$ cat config.mk
export PLATFORM = sky130hd
export DESIGN_NAME = life_loader_8x8
export DESIGN_NICKNAME = d
export VERILOG_FILES = /design/src/rtl/life_pkg.sv /design/src/rtl/life_step_timer.sv /design/src/rtl/life_loader_8x8.sv
export SDC_FILE = /design/constraint.sdc
export NUM_CORES = 1
export LEC_CHECK = 0
export BUFFER_PORTS_ARGS = -buffer_cell sky130_fd_sc_hd__buf_4
export CORE_UTILIZATION = 55
export CTS_CLUSTER_SIZE = 24
export DETAILED_ROUTE_END_ITERATION = 10
export PLACE_DENSITY = 0.71
export SYNTH_ARGS = -nofsm -noshare
export SYNTH_HDL_FRONTEND = slang
export SYNTH_HIERARCHICAL = 1
export SYNTH_SLANG_ARGS = --single-unit
$ cat constraint.sdc
create_clock -name clk -period 3.1 [get_ports clk]
set_clock_uncertainty 0.1 [all_clocks]
set_input_delay 0.465 -clock clk [delete_from_list [all_inputs] [get_ports clk]]
set_output_delay 0.465 -clock clk [all_outputs]
set_load 0.1 [all_outputs]
$ cat src/rtl/life_pkg.sv
// Shared definitions for the 8x8 life array: loader states, tile selectors and
// the cell-to-tile packing rule (also used by the VGA reader).
package life_pkg;

   typedef enum logic [1:0] {IDLE, COLLECT, WRITE, RUN} loader_state_t;

   localparam logic [1:0] TILE_NW = 2'd0;
   localparam logic [1:0] TILE_SW = 2'd1;
   localparam logic [1:0] TILE_NE = 2'd2;
   localparam logic [1:0] TILE_SE = 2'd3;

   // Tiles are column-major: the east half of the board lives in tiles 2/3.
   function automatic logic [1:0] cell_to_tile(input logic [2:0] r, input logic [2:0] c);
      return {c[2], r[2]};
   endfunction

   // Each nibble of a tile word is one column of four cells, north in bit 0.
   function automatic logic [3:0] cell_to_bit(input logic [2:0] r, input logic [2:0] c);
      return {c[1:0], r[1:0]};
   endfunction

endpackage

$ cat src/rtl/life_step_timer.sv
// Generation pacing: free-running divider when run_en is high, single-step
// pulses otherwise, and a wrapping count of issued step pulses.
module life_step_timer
   import life_pkg::*;
#(
   parameter int STEP_DIV = 25_000_000,
   parameter int DIV_W    = 25,
   parameter int GEN_W    = 16
) (
   input  logic             clk,
   input  logic             reset,
   input  logic             enable,
   input  logic             run_en,
   input  logic             single_step,
   input  logic             clear,
   output logic             step,
   output logic [GEN_W-1:0] gen_count
);

   logic [DIV_W-1:0] div;

   always_ff @(posedge clk) begin
      if (reset || clear) begin
         div       <= '0;
         step      <= 1'b0;
         gen_count <= '0;
      end else if (!enable) begin
         div  <= '0;
         step <= 1'b0;
      end else if (run_en) begin
         if (div == DIV_W'(STEP_DIV - 1)) begin
            div       <= '0;
            step      <= 1'b1;
            gen_count <= gen_count + 1'b1;
         end else begin
            div  <= div + 1'b1;
            step <= 1'b0;
         end
      end else begin
         div <= '0;
         // A request landing on the cycle after a pulse is dropped.
         if (single_step && !step) begin
            step      <= 1'b1;
            gen_count <= gen_count + 1'b1;
         end else begin
            step <= 1'b0;
         end
      end
   end

endmodule

$ cat src/rtl/life_loader_8x8.sv
// Host-side loader: collects eight row bytes, writes them as four tile words
// into the life array, then paces generations through life_step_timer.
module life_loader_8x8
   import life_pkg::*;
#(
   parameter int STEP_DIV = 25_000_000,
   parameter int DIV_W    = 25,
   parameter int GEN_W    = 16
) (
   input  logic             clk,
   input  logic             reset,
   input  logic [7:0]       in_data,
   input  logic             in_valid,
   output logic             in_ready,
   input  logic             run_en,
   input  logic             single_step,
   output logic [15:0]      vali,
   output logic [1:0]       vali_selector,
   output logic             write_enb,
   output logic             step,
   output logic             busy,
   output logic [GEN_W-1:0] gen_count
);

   loader_state_t      state;
   logic [2:0]         row_cnt;
   logic [1:0]         wr_k;
   logic [7:0][7:0]    rows;
   logic [7:0][7:0]    next_rows;
   logic [3:0][15:0]   tile_w;
   logic               xfer;
   logic               last_row;

   assign in_ready = !reset && (state != WRITE);
   assign xfer     = in_valid && in_ready;
   assign last_row = xfer && (state == COLLECT) && (row_cnt == 3'd7);

   // Pack from the pattern as it will be after this edge, so write cycle 0
   // can issue tile 0 on the same edge that accepts row 7.
   always_comb begin
      next_rows = rows;
      if (xfer) next_rows[row_cnt] = in_data;
   end

   always_comb begin
      tile_w = '0;
      for (int r = 0; r < 8; r++)
         for (int c = 0; c < 8; c++)
            tile_w[cell_to_tile(3'(r), 3'(c))][cell_to_bit(3'(r), 3'(c))] = next_rows[r][c];
   end

   always_ff @(posedge clk) begin
      if (reset) begin
         state         <= IDLE;
         row_cnt       <= '0;
         wr_k          <= '0;
         rows          <= '0;
         vali          <= '0;
         vali_selector <= TILE_NW;
         write_enb     <= 1'b0;
         busy          <= 1'b0;
      end else begin
         case (state)
            IDLE, RUN: begin
               if (xfer) begin
                  rows    <= next_rows;
                  row_cnt <= 3'd1;
                  busy    <= 1'b1;
                  state   <= COLLECT;
               end
            end
            COLLECT: begin
               if (xfer) begin
                  rows    <= next_rows;
                  row_cnt <= row_cnt + 3'd1;
                  if (row_cnt == 3'd7) begin
                     state         <= WRITE;
                     wr_k          <= '0;
                     write_enb     <= 1'b1;
                     vali_selector <= TILE_NW;
                     vali          <= tile_w[0];
                  end
               end
            end
            WRITE: begin
               if (wr_k == 2'd3) begin
                  state         <= RUN;
                  wr_k          <= '0;
                  write_enb     <= 1'b0;
                  vali_selector <= TILE_NW;
                  vali          <= '0;
                  busy          <= 1'b0;
               end else begin
                  wr_k          <= wr_k + 2'd1;
                  vali_selector <= wr_k + 2'd1;
                  vali          <= tile_w[wr_k + 2'd1];
               end
            end
            default: state <= IDLE;
         endcase
      end
   end

   life_step_timer #(
      .STEP_DIV (STEP_DIV),
      .DIV_W    (DIV_W),
      .GEN_W    (GEN_W)
   ) u_timer (
      .clk         (clk),
      .reset       (reset),
      .enable      ((state == RUN) && !xfer),
      .run_en      (run_en),
      .single_step (single_step),
      .clear       (last_row),
      .step        (step),
      .gen_count   (gen_count)
   );

endmodule

==> results.md <==
* PortBufs at 50
* Post-synth cell types at 47
* CP max-delay cell: nor2b_1
* CTS buffer count at 17
* GR Util met3 at 0.0806
* Synthesized cell area at about 5700 sq um
* Synth-to-Final Area Change at 17.8%
* Global route overflow at 0
* Sw frac at 0.273
* Post-CTS Setup Bufs at 0
* Global route hottest layer: met2
* Type of element capturing the critical path: flop
* Crit path capture: u_timer/gen_count[9]
* CTS tree: done
* Core Rows at 36
* Clk_lat worst skew at 0.53 ns
* Family with the most delay on the worst path: simple AND/OR/NAND/NOR gates
* Flops & latches, synth at 131
* Status: completed
* Antenna violations before repair at 0
* CORE AREA at ~9900 sq um
* Pin count of the biggest net entering global routing at 44
* Max Cap Viol at 0
* RSZ-0062 raised after global routing: no
* Worst reg2reg setup slack at between 0.3 and 0.4 ns
* Worst hold path type: primary input to flop
* Vias/cell at around 6
* Drt pass-1 iters at 4
* Final period util at 0.874
* Worst r2r src: state[0]
* H-tree levels at 4
* Worst flop-to-flop path endpoint: u_timer/gen_count[9]
* Vias in the first global route at around 4500
* Pleak at between 0.002 and 0.003 uW
* Max clock buf depth at 2
* Root Driver: clkbuf_8
* Critical path class: flop to flop
* Worst Setup SP: state[0]
* DRC violations left at 0
* Global-route wire length before repair at ~22000 um
* Final hold violations at 0
* Period minus WS final at approximately 2.7 ns
* Die X at ~100 um
* Initial Utilization at 0.575
* Met2 Use GR at 0.430
* Pwr dens at 633 nW/um^2
* Post-Syn Nets at around 650
* Nets at about 680
* Die Footprint at approximately 11000 sq um
* Clock slew at reported path FFs at roughly 0.060 ns
* Total power at between 4000 and 5000 uW
* Crit path cell chain: inv_1 > ha_1 > nor3b_2 > nor2b_1 > and3_1 > nand4_1 > or4_1 > a21oi_1
* FMAX at 0.369 GHz
* CP peak stage delay at approximately 0.51 ns
* Sequential area share after synthesis at 0.462
* Net switching power at between 1000 and 1500 uW
* Diode count at 0
* Fin Setup TNS at 0 ns
* Required @ worst endpoint at 3.46 ns
* Height of the chip at 104 um
* Ys Warns at 6
* Ys async rst share at 0
* Worst reg2reg path depth at 8
* Internal Power at roughly 3100 uW
* Final setup violation count at 0
* VDD IR max at 0.423 mV
* Buf+Inv Stages, Crit Path at 1
* Layout cells sized above 1 at 0.151
* Stages on worst setup path at 8
* Vias at roughly 4700
* Worst-margin pin slew at between 0.8 and 0.9 ns
* Post-cts resize count at 0
* Mapped Cells at ~620
* Gpl congestion at about 0.75
* Clock Power Share at 0.454
* Sequential Power Share at 0.415
* Gate power share at 0.130
* I/O Pins at a little over 50
* Routed length per instance at about 16 um
* EDFF count, synth at 0
* Critical Path Start Type: flop
* Initial DRC count at about 320
* Final WL at 13200 um
* Met1 Track Usage GR at 0.304
* Max_slew headroom at 0.422
* # clock sinks at about 130
* ANT nets after route at 0
* Max-slew violations at 0
* Cts hold-fix bufs at 0
* Max FO, Critical Path at 11
* Total global-route track usage at 0.254
* CP Data Arrival Time at a little over 3 ns
* Post-DP HPWL at approximately 8500 um
* Synth Area per Inst at between 9 and 10 sq um
* Synth Flop Type: dfxtp_1
-- layer usage --
metal  share of wire  vias to the layer above
met5               0                        -
met4          0.0097                        0
met3           0.044                       11
met2            0.50                      110
met1            0.44                     2276
li1                -                     2289
-- state kept, by name, summed over array words and instances, names as in the netlist --
register and flops:
rows 64, u_timer/div 25, u_timer/gen_count 16, vali 16, row_cnt 3, state 2, wr_k 2, busy 1
u_timer/step 1, write_enb 1
-- cell type report --
type / count / area (sq um)
Fill cell: 810 / 3180
Clock buffer: 20 / 445
Inverter: 7 / 26.3
Timing Repair Buffer: 59 / 443
Tap cell: 133 / 166
Clock inverter: 12 / 131
Multi-Input combinational cell: 442 / 2850
Sequential cell: 131 / 2620
-- synthesized netlist by cell type (all sizes together), types with 8 or more instances --
cell,n,area [sq um]
a21o,16,120
a21oi,37,185
a32oi,18,158
and3,8,50.1
buf,11,58.8
clkbuf,33,124
dfxtp,131,2620
ha,8,100
mux2i,64,641
nand2,43,166
nand3,28,140
nand4,16,100
nor2,90,338
o21ai,25,125
or4,8,60.1
xor2,17,149
-- logic make-up after synthesis --
logic type,count (synthesis),share of synthesized area
and+or+nand+nor,236,0.211
adders and majority gates,8,0.0176
buffers and inverters,51,0.0368
DFF,131,0.462
AOI/OAI and AO/OA,111,0.124
muxes,64,0.113
xor gates and xnor gates,23,0.0355
-- per-stage QoR --
stage | instance area (sq um) | hold WS, ns | setup slack, ns | instances | util
after floorplan | 5670 | 0.330 | 0.249 | 624 | -
after global placement | 6110 | 0.339 | 0.478 | 772 | 0.619
after detailed placement | 6110 | 0.349 | 0.388 | 772 | 0.619
after CTS | 6680 | 0.123 | 0.378 | 804 | 0.677
after global routing | 6680 | 0.132 | 0.190 | 804 | 0.677
final | 6680 | 0.149 | 0.391 | 804 | 0.677
-- worst min path at each step --
stage | start | endpoint | slack (ns) | depth (start not counted)
final | in_data[2] | rows[58] | 0.15 | 3
after global routing | in_data[0] | rows[40] | 0.13 | 3
after CTS | in_data[3] | rows[59] | 0.12 | 3
after detailed placement | rows[33] | rows[33] | 0.35 | 2
after global placement | rows[40] | rows[40] | 0.34 | 2
after floorplan | u_timer/div[0] | u_timer/div[0] | 0.33 | 1
-- placed cells by master, fill, tap and decap left out, types with 7 or more instances in the layout --
cell,synthesis,layout
o31ai_1,7,7
inv_1,7,7
o21ai_0,25,25
nand4_1,16,16
nand2_1,41,41
nand3_1,28,28
buf_4,0,59
mux2i_1,64,64
and3_1,8,8
a21oi_1,37,37
ha_1,8,8
a32oi_1,18,18
or4_1,8,8
nor2_1,90,90
xor2_1,17,17
dfxtp_1,131,131
clkbuf_16,0,16
a21o_1,16,16
-- power groups by stage --
stage / Sequential, uW / Clock, uW / Combinational [uW]
global route: 1760 / 2030 / 596
global placement: 1790 / 0 / 540
floorplan: 1870 / 0 / 345
finish: 1760 / 1920 / 552
CTS: 1760 / 1950 / 549
detailed placement: 1790 / 0 / 548
-- tightest hold or removal path: cells and delay by family --
kind | cells | cell delay [ns]
and+or+nand+nor | 1 | 0.07
buffers and inverters | 1 | 0.15
AOI/OAI and AO/OA | 1 | 0.05
Power figures use the tool's default switching activity.
